**src/rtl/ir_fetch_ctrl_if.sv**
```systemverilog
// Handshake bundle between the fetch sequencer and memory, IR and datapath.
// Optional step-mode pins are present only when IR_FETCH_STEP_EN is defined.
interface ir_fetch_ctrl_if;
  logic       run;
  logic       mem_ready;
  logic [3:0] opcode;
  logic       mem_rd;
  logic       ir_load;
  logic       pc_inc;
  logic       exec_en;
  logic       halted;
  logic       fault;
  logic [2:0] state;
`ifdef IR_FETCH_STEP_EN
  logic       step_mode;
  logic       step;

  modport master (
    input  run, mem_ready, opcode, step_mode, step,
    output mem_rd, ir_load, pc_inc, exec_en, halted, fault, state
  );
  modport slave (
    output run, mem_ready, opcode, step_mode, step,
    input  mem_rd, ir_load, pc_inc, exec_en, halted, fault, state
  );
`else
  modport master (
    input  run, mem_ready, opcode,
    output mem_rd, ir_load, pc_inc, exec_en, halted, fault, state
  );
  modport slave (
    output run, mem_ready, opcode,
    input  mem_rd, ir_load, pc_inc, exec_en, halted, fault, state
  );
`endif
endinterface

```
**src/rtl/ir_fetch_ctrl.sv**
```systemverilog
// Fetch/wait/load/decode/execute sequencer with halt and memory-timeout detection.
// Optional single-step control is enabled by defining IR_FETCH_STEP_EN.
module ir_fetch_ctrl #(
  parameter logic [3:0]  HALT_OP   = 4'hF,
  parameter logic [3:0]  MULTI_LO  = 4'hC,
  parameter int unsigned MULTI_LEN = 3,
  parameter int unsigned TIMEOUT   = 8
) (
  input logic            clk,
  input logic            reset,
  ir_fetch_ctrl_if.master bus
);

  typedef enum logic [2:0] {
    S_IDLE   = 3'd0,
    S_FETCH  = 3'd1,
    S_WAIT   = 3'd2,
    S_LOAD   = 3'd3,
    S_DECODE = 3'd4,
    S_EXEC   = 3'd5,
    S_HALT   = 3'd6,
    S_FAULT  = 3'd7
  } state_e;

  localparam logic [2:0] MULTI_LEN_C  = 3'(MULTI_LEN);
  localparam logic [7:0] TIMEOUT_LAST = 8'(TIMEOUT - 1);

  state_e     state_r, state_next;
  logic [2:0] cnt_r, cnt_next;
  logic [7:0] timer_r, timer_next;
  logic       start_req;
  state_e     after_exec;

  logic mem_rd_r, ir_load_r, pc_inc_r, exec_en_r, halted_r, fault_r;
  logic mem_rd_next, ir_load_next, pc_inc_next, exec_en_next, halted_next, fault_next;

`ifdef IR_FETCH_STEP_EN
  // In step mode a single step pulse launches exactly one instruction, then we park in IDLE.
  assign start_req  = bus.step_mode ? bus.step : bus.run;
  assign after_exec = (bus.step_mode || !bus.run) ? S_IDLE : S_FETCH;
`else
  assign start_req  = bus.run;
  assign after_exec = bus.run ? S_FETCH : S_IDLE;
`endif

  // Next-state, execute counter and wait-timer logic.
  always_comb begin
    state_next = state_r;
    cnt_next   = cnt_r;
    timer_next = timer_r;
    case (state_r)
      S_IDLE: begin
        if (start_req) state_next = S_FETCH;
        else           state_next = S_IDLE;
      end
      S_FETCH: begin
        timer_next = 8'd0;
        state_next = S_WAIT;
      end
      S_WAIT: begin
        // Ready takes priority over a timeout expiring on the same edge.
        if (bus.mem_ready) begin
          state_next = S_LOAD;
        end else begin
          timer_next = timer_r + 8'd1;
          if (timer_r == TIMEOUT_LAST) state_next = S_FAULT;
          else                         state_next = S_WAIT;
        end
      end
      S_LOAD: state_next = S_DECODE;
      S_DECODE: begin
        if (bus.opcode == HALT_OP) begin
          state_next = S_HALT;
        end else if (bus.opcode >= MULTI_LO && bus.opcode < HALT_OP) begin
          cnt_next   = MULTI_LEN_C;
          state_next = S_EXEC;
        end else begin
          cnt_next   = 3'd1;
          state_next = S_EXEC;
        end
      end
      S_EXEC: begin
        cnt_next = cnt_r - 3'd1;
        if (cnt_r == 3'd1) state_next = after_exec;
        else               state_next = S_EXEC;
      end
      S_HALT:  state_next = S_HALT;
      S_FAULT: state_next = S_FAULT;
      default: state_next = S_IDLE;
    endcase
  end

  // Outputs are decoded from the next state so the registered copies track the state register exactly.
  always_comb begin
    mem_rd_next  = (state_next == S_FETCH) || (state_next == S_WAIT);
    ir_load_next = (state_next == S_LOAD);
    pc_inc_next  = (state_next == S_LOAD);
    exec_en_next = (state_next == S_EXEC);
    halted_next  = (state_next == S_HALT);
    fault_next   = (state_next == S_FAULT);
  end

  // State, counters and output registers; reset aborts any cycle in flight.
  always_ff @(posedge clk or posedge reset) begin
    if (reset) begin
      state_r   <= S_IDLE;
      cnt_r     <= 3'd0;
      timer_r   <= 8'd0;
      mem_rd_r  <= 1'b0;
      ir_load_r <= 1'b0;
      pc_inc_r  <= 1'b0;
      exec_en_r <= 1'b0;
      halted_r  <= 1'b0;
      fault_r   <= 1'b0;
    end else begin
      state_r   <= state_next;
      cnt_r     <= cnt_next;
      timer_r   <= timer_next;
      mem_rd_r  <= mem_rd_next;
      ir_load_r <= ir_load_next;
      pc_inc_r  <= pc_inc_next;
      exec_en_r <= exec_en_next;
      halted_r  <= halted_next;
      fault_r   <= fault_next;
    end
  end

  assign bus.state   = state_r;
  assign bus.mem_rd  = mem_rd_r;
  assign bus.ir_load = ir_load_r;
  assign bus.pc_inc  = pc_inc_r;
  assign bus.exec_en = exec_en_r;
  assign bus.halted  = halted_r;
  assign bus.fault   = fault_r;

endmodule

```
**src/flat_wrapper.sv**
```systemverilog
// flat-port wrapper written by rule: the top's interface ports become plain ports
module ir_fetch_ctrl_flat 
#(
  parameter logic [3:0]  HALT_OP   = 4'hF,
  parameter logic [3:0]  MULTI_LO  = 4'hC,
  parameter int unsigned MULTI_LEN = 3,
  parameter int unsigned TIMEOUT   = 8
)
  (clk, reset, bus_run, bus_mem_ready, bus_opcode, bus_mem_rd, bus_ir_load, bus_pc_inc, bus_exec_en, bus_halted, bus_fault, bus_state);
  ir_fetch_ctrl_if bus_i ();
  input logic clk;
  input logic reset;
  input wire logic [$bits(bus_i.run)-1:0] bus_run;
  input wire logic [$bits(bus_i.mem_ready)-1:0] bus_mem_ready;
  input wire logic [$bits(bus_i.opcode)-1:0] bus_opcode;
  output wire logic [$bits(bus_i.mem_rd)-1:0] bus_mem_rd;
  output wire logic [$bits(bus_i.ir_load)-1:0] bus_ir_load;
  output wire logic [$bits(bus_i.pc_inc)-1:0] bus_pc_inc;
  output wire logic [$bits(bus_i.exec_en)-1:0] bus_exec_en;
  output wire logic [$bits(bus_i.halted)-1:0] bus_halted;
  output wire logic [$bits(bus_i.fault)-1:0] bus_fault;
  output wire logic [$bits(bus_i.state)-1:0] bus_state;
  assign bus_i.run = bus_run;
  assign bus_i.mem_ready = bus_mem_ready;
  assign bus_i.opcode = bus_opcode;
  assign bus_mem_rd = bus_i.mem_rd;
  assign bus_ir_load = bus_i.ir_load;
  assign bus_pc_inc = bus_i.pc_inc;
  assign bus_exec_en = bus_i.exec_en;
  assign bus_halted = bus_i.halted;
  assign bus_fault = bus_i.fault;
  assign bus_state = bus_i.state;
  ir_fetch_ctrl #(.HALT_OP(HALT_OP), .MULTI_LO(MULTI_LO), .MULTI_LEN(MULTI_LEN), .TIMEOUT(TIMEOUT)) u_core (.clk(clk), .reset(reset), .bus(bus_i));
endmodule
```
**config.mk**
```make
export PLATFORM = sky130hd
export DESIGN_NAME = ir_fetch_ctrl_flat
export DESIGN_NICKNAME = d
export VERILOG_FILES = /design/src/rtl/ir_fetch_ctrl_if.sv /design/src/rtl/ir_fetch_ctrl.sv /design/src/flat_wrapper.sv
export SDC_FILE = /design/constraint.sdc
export NUM_CORES = 1
export LEC_CHECK = 0
export ABC_AREA = 1
export CAP_MARGIN = 15
export CORE_UTILIZATION = 39
export CTS_CLUSTER_SIZE = 14
export DETAILED_ROUTE_END_ITERATION = 12
export PLACE_DENSITY_LB_ADDON = 0.12
export REMOVE_ABC_BUFFERS = 1
export SYNTH_ARGS = -nofsm -noshare
export SYNTH_HDL_FRONTEND = slang
export SYNTH_SLANG_ARGS = --single-unit
```
**constraint.sdc**
```tcl
create_clock -name clk -period 3.5 [get_ports clk]
set_input_delay 0.525 -clock clk [delete_from_list [all_inputs] [get_ports clk]]
set_output_delay 0.525 -clock clk [all_outputs]
set_load 0.01 [all_outputs]
```
# [After elaboration in Yosys (flattened, before gate mapping)]
# Index checks and enable logic that the tools add are counted.
[classes] add_sub_neg=2 n_reduce_logical=7 n_eq_ne=18 muxes=11 order_cmp=2
[ops] op="$pmux 3 s8" n=1
[ops] op="$eq 3x3->1 const B" n=7
[ops] op="$pmux 8 s2" n=1
[ops] op="$eq 3x2->1 const B" n=4
[ops] op="$mux 3" n=4
[ops] op="$eq 3x1->1 const B" n=3
[ops] op="$add 8x1->8 const B" n=1
[ops] op="$eq 8x3->1 const B" n=1
[ops] op="$mux 8" n=1
[ops] op="$pmux 3 s2" n=1
[ops] op="$eq 4x4->1 const B" n=1
[ops] op="$ge 4x4->1 const B" n=1
[ops] op="$lt 4x4->1 const B" n=1
[ops] op="$mux 2" n=2
[ops] op="$ne 2x2->1 const B" n=2
[ops] op="$reduce_and 2->1" n=2
[ops] op="$reduce_bool 2->1" n=2
[ops] op="$logic_not 3->1" n=1
[ops] op="$sub 3x1->3 const B" n=1
[ops] op="$logic_and 1x1->1" n=1
[ops] op="$logic_or 1x1->1" n=1
[ops] op="$mux 1" n=1
[totals] ff_bits=19 output_inout_bits=9 input_bits=8 word_cells=48

# [Logic depth before layout (Yosys ltp)]
# Gate-level depths: netlist of the first run.
[depth] word_depth=6 mapped_depth=9

# [Least setup slack after synthesis of the first run]
# Ideal clock, no wire load.
[synth_timing] kind="reg-to-reg" start="register u_core.state_r[2] (netlist: u_core.bus.state[2])" end="register u_core.timer_r[4]" n_path_buf=0 path_stages_with_launch=8 required_ns=3.408 slack_ns=2.189 setup_ns=0.092 arrival_time_ns=1.219 cell_sequence="dfrtp_1 > inv_2 > nand3_4 > nor2_4 > inv_4 > nand2_8 > inv_4 > o31ai_2"
[synth_between] elab_chain_len=3 elab_cells_between_ends=6
[synth_lines] item="start, declared" line_no="ir_fetch_ctrl.sv:28" source="state_e state_r, state_next;"
[synth_lines] item="start signal, assigned" line_no="ir_fetch_ctrl.sv:116" source="state_r <= state_next;"
[synth_lines] item="$eq 3x2->1 or $eq 3x1->1 (tied branches)" line_no="ir_fetch_ctrl.sv:51" source="case (state_r)"
[synth_lines] item="$ne 2x2->1 (no source line) or $reduce_bool 2->1 (tied branches)"
[synth_lines] item="$reduce_and 2->1 (no source line)"
[synth_lines] item="end signal, assigned" line_no="ir_fetch_ctrl.sv:118" source="timer_r <= timer_next;"
[synth_lines] item="end, declared" line_no="ir_fetch_ctrl.sv:30" source="logic [7:0] timer_r, timer_next;"
# Parallel ways exist; a longest one is shown, timed or not.
# A chain may end at the register's enable or synchronous reset.

# [Final worst setup path of the first run]
[layout_timing] start="register u_core.state_r[0] (netlist: u_core.bus.state[0])" end="output port bus_state[0]"
[layout_lines] item="end, declared" line_no="flat_wrapper.sv:22" source="output wire logic [$bits(bus_i.state)-1:0] bus_state;"
# No word-level cell between the ends.

==> results by group, run 1 <==
Final layout
  • Most frequent cells in the layout: nand2_1, dfrtp_1, clkdlybuf4s50_1
  • Area delta synth->final: 18.4%
  • Commonest non-fill, non-tap cell in the layout: nand2_1
  • Antenna fix cells: 0
  • Layout cells sized above 1: 22.7%
  • Nets: 175

Clock network
  • Clock root cell: clkbuf_4
  • CTS tree: done
  • Clock buffer depth: 2
  • Cts hold-fix bufs: 0
  • H-tree level count: 1
  • Post-cts resize count: 0
  • Post CTS Setup Buffer Count: 0
  • CTS Buf Count: 3
  • Clk sinks: 19
  • Worst-Skew Late Latency: 0.30 ns
  • CTS clk-pin slew, worst paths: 0.11 ns

Timing
  • Hold Slack: 0.535 ns
  • Final Max Tran Viols: 0
  • RSZ-0062 raised after global routing: no
  • Setup_tns: 0 ns
  • Final Skew: 0.000873 ns
  • Final Hold Fails: 0
  • Max-slew headroom: 50.6%
  • Final setup fails: 0
  • Period utilization: 55.8%
  • Least-Margin Pin Slew: 0.740 ns
  • Peak Freq: 512 MHz
  • Minimum clock period: 1.95 ns

Routing
  • Highest routing layer actually used: met4
  • Routed wire length: 2200 um
  • DRC violations left: 0
  • Drt initial violations: 39
  • Post-DRT Antenna Nets: 0
  • 1st-pass router iterations: 4
  • Detailed-route via count: 957
  • Met1 wire length: 1040 um
  • DR WL met3: 52 um
  • Routed len/inst: 11.3 um
  • Via density: 4.93
  • Met2 WL: 1080 um

Floorplanning
  • I/O pins: 17
  • Die area: 3280 um^2
  • Die Wd: 57.3 um
  • Initial Util: 42.1%
  • CORE AREA: 2830 um^2
  • Site row count: 19
  • Die H: 57.3 um

Placement
  • Final Wtd Congestion: 0.808
  • Port bufs: 16
  • Detail Placement HPWL: 1740 um

Setup path
  • CP Max Fanout: 7
  • Worst Path Buf+Inv: 1
  • WP data arrival: 1.43 ns
  • Crit-path slowest cell: clkdlybuf4s50_1
  • Crit start category: register
  • Crit end category: output port
  • Worst path top cell family by delay: buffers and inverters
  • WP data required: 2.97 ns
  • Critical path class: reg2out
  • CP Cell Sequence: clkdlybuf4s50_1
  • CP max stage delay: 0.60 ns

Logic synthesis
  • Main combinational cell family by area after synthesis: simple AND/OR/NAND/NOR gates
  • Top post-synthesis cells by area: dfrtp_1, nand2_1, inv_1, nor2_2, nand3_1
  • Yosys top cell area share: 39.9%
  • Synth unique cells: 29
  • Post-synthesis register bit count: 19
  • Adder-Cell Fraction of Synth Area: 3.15%
  • Area leader, netlist: dfrtp_1
  • XOR/XNOR share of the synthesized area: 2.94%
  • Synth Cell Area: 1190 um^2
  • Seq/Total Area, Yosys: 39.9%
  • Mean Syn Cell Area: 8.27 um^2
  • Synth Area in Simple Gates: 37.6%
  • Synth warn: 0
  • Gate Count Post-Synth: 144
  • Post-synthesis mux area share: 0%
  • Post-synthesis compound-gate area fraction: 7.98%

Run
  • Max-Cap Viols: 0

GRT
  • Largest net degree at the start of global routing: 20
  • Vias in the first global route: 899
  • Initial antenna violation count: 0
  • GRT Residual Overflow: 0
  • Total track usage: 15.7%
  • Global-route wire length before repair: 3950 um

Hold path
  • Hold WC Path Type: reg2reg

Run status
  • Status: completed

Pwr
  • P per Cell Area: 736 nW/um^2
  • Peak supply drop: 0.458 mV
  • Leakage power: 0.690 nW
## stage by stage
step / cells / area [um^2] / setup slack [ns] / util, % / total power, mW
after floorplan: 143 / 1180 / 2.19 / - / 0.769
after global placement: 190 / 1380 / 1.75 / 48.9 / 0.927
after detailed placement: 190 / 1380 / 1.71 / 48.9 / 0.935
after CTS: 194 / 1410 / 1.53 / 49.8 / 1.05
after global routing: 194 / 1410 / 1.50 / 49.8 / 1.15
final: 194 / 1410 / 1.55 / 49.8 / 1.04
## synthesized netlist by cell type
library cell	instances
a21oi_1	4
a21oi_4	1
a31o_2	1
buf_4	1
clkinv_2	1
dfrtp_1	19
ha_1	3
inv_1	14
inv_2	6
inv_4	2
nand2_1	36
nand2_2	4
nand2_4	1
nand2_8	1
nand3_1	8
nand3_2	2
nand3_4	2
nand3b_1	1
nand4_1	5
nand4_2	1
nor2_1	9
nor2_2	7
nor2_4	2
nor3_2	1
o21ai_0	6
o21bai_1	1
o31ai_2	1
xnor2_1	1
xor2_1	3
## logic make-up (layout without fill, tap and decap cells)
| group | count (synthesis) | after routing |
|---|---|---|
| XOR/XNOR | 4 | 4 |
| flip-flops | 19 | 19 |
| buffers and inverters | 24 | 43 |
| AND/OR/NAND/NOR | 80 | 80 |
| AO/OA/AOI/OAI | 14 | 14 |
| adder cells (fa/ha/maj) | 3 | 3 |
## registers in the layout (all words and copies together), names as in the netlist
register / flops
u_core.bus.exec_en: 1
u_core.bus.fault: 1
u_core.bus.state: 3
u_core.cnt_r: 3
u_core.bus.mem_rd: 1
u_core.bus.ir_load: 1
u_core.bus.halted: 1
u_core.timer_r: 8
## path summary, 6_finish.rpt
kind                                     start                 end  slack, ns  cells after the start
hold / removal                 u_core.cnt_r[0]     u_core.cnt_r[0]       0.53                      1
setup reg to reg             u_core.timer_r[0]  u_core.bus.ir_load       2.06                      7
setup / recovery           u_core.bus.state[0]        bus_state[0]       1.55                      1
min in group asynchronous                reset  u_core.bus.ir_load       0.64                      2
hold reg to reg                u_core.cnt_r[0]     u_core.cnt_r[0]       0.53                      1
max in group asynchronous                reset   u_core.timer_r[2]       2.40                      2
## final cells by class
type                    count  area, um^2
multi-input cells         101         616
fillers                   295        1420
repair buffers             16         160
inverters                  23        92.6
well taps                  31        38.8
clock inverters             1        5.00
flip-flops and latches     19         475
clock buffers               3        22.5
## metal layers
| metal | vias to the layer above | global-route usage [%] |
|---|---|---|
| met3 | 4 | 2.72 |
| met2 | 13 | 26.1 |
| li1 | 496 | - |
| met1 | 444 | 20.5 |
| met5 | - | 0 |
| met4 | 0 | 5.57 |
## power breakdown
part | switching (mW) | internal, mW | leakage (nW)
clock network | 0.0700 | 0.0426 | 0.0177
logic | 0.350 | 0.226 | 0.424
registers | 0.0656 | 0.283 | 0.248
Power figures use the tool's default switching activity.
==> inputs of run 2 (changes only) <==
Clock period 3.5 ns to 1.65 ns, I/O delays scaled along.
==> results by group, run 2 (synthesized netlist as in run 1, its figures left out) <==
Final layout
  • Fillcell total: 289 (-2.0%)
  • Commonest non-fill, non-tap cell in the layout: nand2_1
  • Non-filler cells, final: 195 (+0.52%)
  • Design Area, Final: 1420 um^2 (+0.71%)
  • Layout cells sized above 1: 24.4% (+1.7 points)
  • Antenna fix cells: 0 (unchanged)
  • Max reg flops: 8 (unchanged)
  • Nets: 176 (+0.57%)
  • Top reg by flops: u_core.timer_r
  • Area delta synth->final: 19.2%
  • Most frequent cells in the layout: nand2_1, dfrtp_1, clkdlybuf4s50_1
  • Util after Layout: 50.2% (+0.35 points)

Routing
  • Detailed-route via count: 944 (-1.4%)
  • Drt initial violations: 32 (-18%)
  • DRC violations left: 0 (unchanged)
  • Routed wire length: 2220 um (+0.82%)
  • Via density: 4.84 (-1.9%)
  • 1st-pass router iterations: 4 (unchanged)
  • Post-DRT Antenna Nets: 0 (unchanged)
  • Routed len/inst: 11.4 um (+0.30%)

Run status
  • Status: completed

Floorplanning
  • Die area: 3280 um^2 (unchanged)
  • Initial Util: 42.1% (unchanged)
  • Die H: 57.3 um (unchanged)
  • Site row count: 19 (unchanged)
  • CORE AREA: 2830 um^2 (unchanged)
  • I/O pins: 17 (unchanged)
  • Die Wd: 57.3 um (unchanged)

Timing
  • Setup WS post-layout: 0.0742 ns (-1.47 ns)
  • Final Skew: 0.000813 ns (-0.0000604 ns)
  • Final setup fails: 0 (unchanged)
  • RSZ-0062 raised after global routing: no
  • Final Hold Fails: 0 (unchanged)
  • Peak Freq: 635 MHz
  • Setup_tns: 0 ns (unchanged)
  • Minimum clock period: 1.58 ns
  • Final Max Tran Viols: 0 (unchanged)
  • Max-slew headroom: 80.4% (+30 points)
  • Period utilization: 95.5%
  • Least-Margin Pin Slew: 0.294 ns (-0.446 ns)
  • Hold Slack: 0.259 ns (-0.275 ns)

GRT
  • Global-route wire length before repair: 4030 um (+1.9%)
  • Vias in the first global route: 929 (+3.3%)
  • Total track usage: 16.1% (+0.48 points)
  • Largest net degree at the start of global routing: 20 (unchanged)
  • GRT Residual Overflow: 0 (unchanged)
  • Initial antenna violation count: 0 (unchanged)

Hold path
  • Hold WC Path Type: in2async

Clock network
  • Clock buffer depth: 2 (unchanged)
  • Post-cts resize count: 1 (+1)
  • CTS Buf Count: 3 (unchanged)
  • Worst-Skew Late Latency: 0.29 ns (about the same)
  • Cts hold-fix bufs: 0 (unchanged)
  • CTS tree: done
  • CTS clk-pin slew, worst paths: 0.11 ns (about the same)
  • Clock root cell: clkbuf_4
  • Post CTS Setup Buffer Count: 0 (unchanged)
  • Clk sinks: 19 (unchanged)
  • H-tree level count: 1 (unchanged)

Placement
  • Port bufs: 16 (unchanged)
  • Detail Placement HPWL: 1770 um (+1.8%)
  • Dpl cells: 191 (+0.53%)
  • Area post-placement: 1390 um^2 (+0.54%)
  • Final Wtd Congestion: 0.805 (-0.31%)
  • DP Worst Slack: 0.138 ns (-1.57 ns)

Pwr
  • P per Cell Area: 1550 nW/um^2 (+110%)
  • Leakage power: 0.692 nW (+0.38%)
  • Total Power: 2.20 mW (+110%)
  • Peak supply drop: 1.03 mV (+130%)

Setup path
  • CP Max Fanout: 7 (unchanged)
  • CP Cell Sequence: clkdlybuf4s50_1
  • Worst Path Buf+Inv: 1 (unchanged)
  • Crit start category: register
  • Worst path top cell family by delay: buffers and inverters
  • WP data required: 1.40 ns (-1.57 ns)
  • WP data arrival: 1.33 ns (-0.10 ns)
  • Crit-path slowest cell: clkdlybuf4s50_1
  • Crit end category: output port
  • Critical path class: reg2out
  • CP max stage delay: 0.57 ns (-0.03 ns)

Run
  • Max-Cap Viols: 0 (unchanged)
run 2: area by class of cell:
| type | count | area (um^2) | area share (%) |
|---|---|---|---|
| inverters | 23 | 92.6 | 6.52 |
| well taps | 31 | 38.8 | 2.73 |
| flip-flops and latches | 19 | 478 | 33.7 |
| multi-input cells | 101 | 616 | 43.3 |
| repair buffers | 17 | 168 | 11.8 |
| clock buffers | 3 | 22.5 | 1.59 |
| clock inverters | 1 | 5.00 | 0.352 |
run 2: path summary, 6_finish.rpt:
path	start	to	slack [ns]	cells after the start
min reg2reg	u_core.cnt_r[0]	u_core.cnt_r[0]	0.55	1
max in group asynchronous	reset	u_core.bus.state[1]	1.17	3
min in group clk	u_core.cnt_r[0]	u_core.cnt_r[0]	0.55	1
max reg2reg	u_core.timer_r[0]	u_core.bus.ir_load	0.22	7
min	reset	u_core.timer_r[5]	0.26	3
max	u_core.bus.state[0]	bus_state[0]	0.07	1
run 2: power breakdown:
part	switching, mW	internal [mW]	total, mW
Clock	0.145	0.0902	0.235
Combinational	0.740	0.483	1.22
Sequential	0.137	0.606	0.743
run 2: layer usage:
layer	part of all wire (%)	up-vias	wire, um	GRT usage, %
met4	1.0	0	23	7.32
met5	0	-	0	0
li1	-	498	-	-
met3	2.4	2	54	2.95
met1	46	435	1030	19.1
met2	50	9	1110	28.4
==> inputs of run 3 (changes only) <==
Settings changed: CORE_ASPECT_RATIO set to 0.7.
==> results by group, run 3 (synthesized netlist as in run 1, its figures left out) <==
Run status
  • Status: completed

Setup path
  • Crit-path slowest cell: clkdlybuf4s50_1
  • Worst Path Buf+Inv: 1 (unchanged)
  • R2R depth: 7 (unchanged)
  • WP data arrival: 1.32 ns (about the same)
  • CP Cell Sequence: clkdlybuf4s50_1
  • CP Max Fanout: 6 (-1)
  • WP data required: 1.40 ns (about the same)
  • Crit start category: register
  • Critical path class: reg2out
  • Crit path depth: 1 (unchanged)
  • Worst path top cell family by delay: buffers and inverters
  • CP max stage delay: 0.59 ns (+0.02 ns)
  • Crit end category: output port

Final layout
  • Area delta synth->final: 21.2%
  • Design Area, Final: 1440 um^2 (+1.7%)
  • Commonest non-fill, non-tap cell in the layout: nand2_1
  • Nets: 176 (unchanged)
  • Util after Layout: 50.8% (+0.59 points)
  • Most frequent cells in the layout: nand2_1, dfrtp_1, clkdlybuf4s50_1
  • Antenna fix cells: 0 (unchanged)
  • Top reg by flops: u_core.timer_r
  • Non-filler cells, final: 200 (+2.6%)
  • Layout cells sized above 1: 23.8% (-0.61 points)
  • Max reg flops: 8 (unchanged)

Clock network
  • CTS clk-pin slew, worst paths: 0.07 ns (-0.04 ns)
  • CTS Buf Count: 3 (unchanged)
  • Clk sinks: 19 (unchanged)
  • Clock root cell: clkbuf_8
  • CTS tree: done
  • Cts hold-fix bufs: 0 (unchanged)
  • H-tree level count: 1 (unchanged)
  • Worst-Skew Late Latency: 0.26 ns (-0.03 ns)
  • Clock buffer depth: 2 (unchanged)

Placement
  • Port bufs: 16 (unchanged)
  • Final Wtd Congestion: 0.834 (+3.5%)
  • Area post-placement: 1400 um^2 (+0.45%)
  • Dpl cells: 196 (+2.6%)
  • DP Worst Slack: 0.117 ns (-0.0216 ns)
  • Detail Placement HPWL: 1790 um (+0.94%)

Timing
  • Max-slew headroom: 80.8% (+0.41 points)
  • Hold Slack: 0.306 ns (+0.0467 ns)
  • Final setup fails: 0 (unchanged)
  • Minimum clock period: 1.57 ns (-0.00472 ns)
  • Final Max Tran Viols: 0 (unchanged)
  • Setup WS post-layout: 0.0789 ns (+0.00472 ns)
  • Final Hold Fails: 0 (unchanged)
  • Period utilization: 95.2% (-0.29 points)
  • RSZ-0062 raised after global routing: no
  • Least-Margin Pin Slew: 0.287 ns (-0.00613 ns)
  • Final Skew: 0.00431 ns (+0.00349 ns)
  • Peak Freq: 637 MHz (+0.30%)
  • Setup_tns: 0 ns (unchanged)

Routing
  • Detailed-route via count: 940 (-0.42%)
  • Via density: 4.70 (-2.9%)
  • Routed len/inst: 11.7 um (+2.8%)
  • Routed wire length: 2340 um (+5.5%)
  • Drt initial violations: 63 (+97%)
  • 1st-pass router iterations: 4 (unchanged)
  • DRC violations left: 0 (unchanged)
  • Post-DRT Antenna Nets: 0 (unchanged)

GRT
  • GRT Residual Overflow: 0 (unchanged)
  • Global-route wire length before repair: 3700 um (-8.2%)
  • Initial antenna violation count: 0 (unchanged)
  • Vias in the first global route: 799 (-14%)
  • Total track usage: 16.6% (+0.45 points)
  • Largest net degree at the start of global routing: 20 (unchanged)

Pwr
  • Clock Power Share: 14.3% (+3.6 points)
  • Sw frac: 45.8% (-0.64 points)
  • Int Power: 1.25 mW (+6.4%)
  • NetSw: 1.06 mW (+3.7%)
  • Comb power frac: 53.4% (-2.2 points)
  • Peak supply drop: 0.843 mV (-18%)
  • P per Cell Area: 1600 nW/um^2 (+3.4%)
  • Sequential share of power: 32.4% (-1.4 points)
  • Leakage power: 0.701 nW (+1.3%)
  • Total Power: 2.31 mW (+5.2%)

Floorplanning
  • Site row count: 16 (-3)
  • Die area: 3280 um^2 (+0.11%)
  • Die Wd: 68.1 um (+19%)
  • Die H: 48.2 um (-16%)
  • I/O pins: 17 (unchanged)
  • CORE AREA: 2840 um^2 (+0.49%)
  • Initial Util: 41.9% (-0.20 points)

Run
  • Max-Cap Viols: 0 (unchanged)

Hold path
  • Hold WC Path Type: in2async
-- run 3: cell counts in the layout (fill, tap and decap cells not counted) --
Identical to the previous run, type by type.
-- run 3: area by class of cell --
type	count	area, um^2
timing repair buffer	17	168
inverter	23	92.6
clock buffer	3	41.3
multi-input combinational	101	616
sequential	19	477
clock inverter	1	5.00
fill	285	1400
tap	36	45.0
-- run 3: power by group through the flow --
stage | Sequential (mW) | Combinational, mW | Clock (mW)
finish | 0.749 | 1.23 | 0.330
floorplan | 0.764 | 0.867 | 0
global route | 0.771 | 1.39 | 0.366
CTS | 0.748 | 1.25 | 0.343
detailed placement | 0.754 | 1.24 | 0
global placement | 0.748 | 1.23 | 0
-- run 3: final timing paths --
kind | startpoint | end | slack [ns]
hold / removal | reset | u_core.timer_r[4] | 0.31
setup / recovery | u_core.bus.state[1] | bus_state[1] | 0.08
min in group clk | u_core.timer_r[7] | u_core.timer_r[7] | 0.54
hold reg to reg | u_core.timer_r[7] | u_core.timer_r[7] | 0.54
max in group asynchronous | reset | u_core.bus.state[0] | 1.12
setup reg to reg | u_core.timer_r[0] | u_core.bus.mem_rd | 0.23
-- run 3: routing by layer --
metal | up-vias | share of wire, % | track usage [%]
met5 | - | 0 | 0
met4 | 0 | 2.0 | 8.75
met3 | 5 | 4.1 | 4.91
met2 | 15 | 39 | 21.6
met1 | 418 | 55 | 24.3
li1 | 502 | - | -
-- run 3: what timing repair did --
item / 4_1_cts / 5_1_grt
setup buffers: 0 / 0
setup endpoints to repair: 0 / 1
resized for setup: 0 / 1
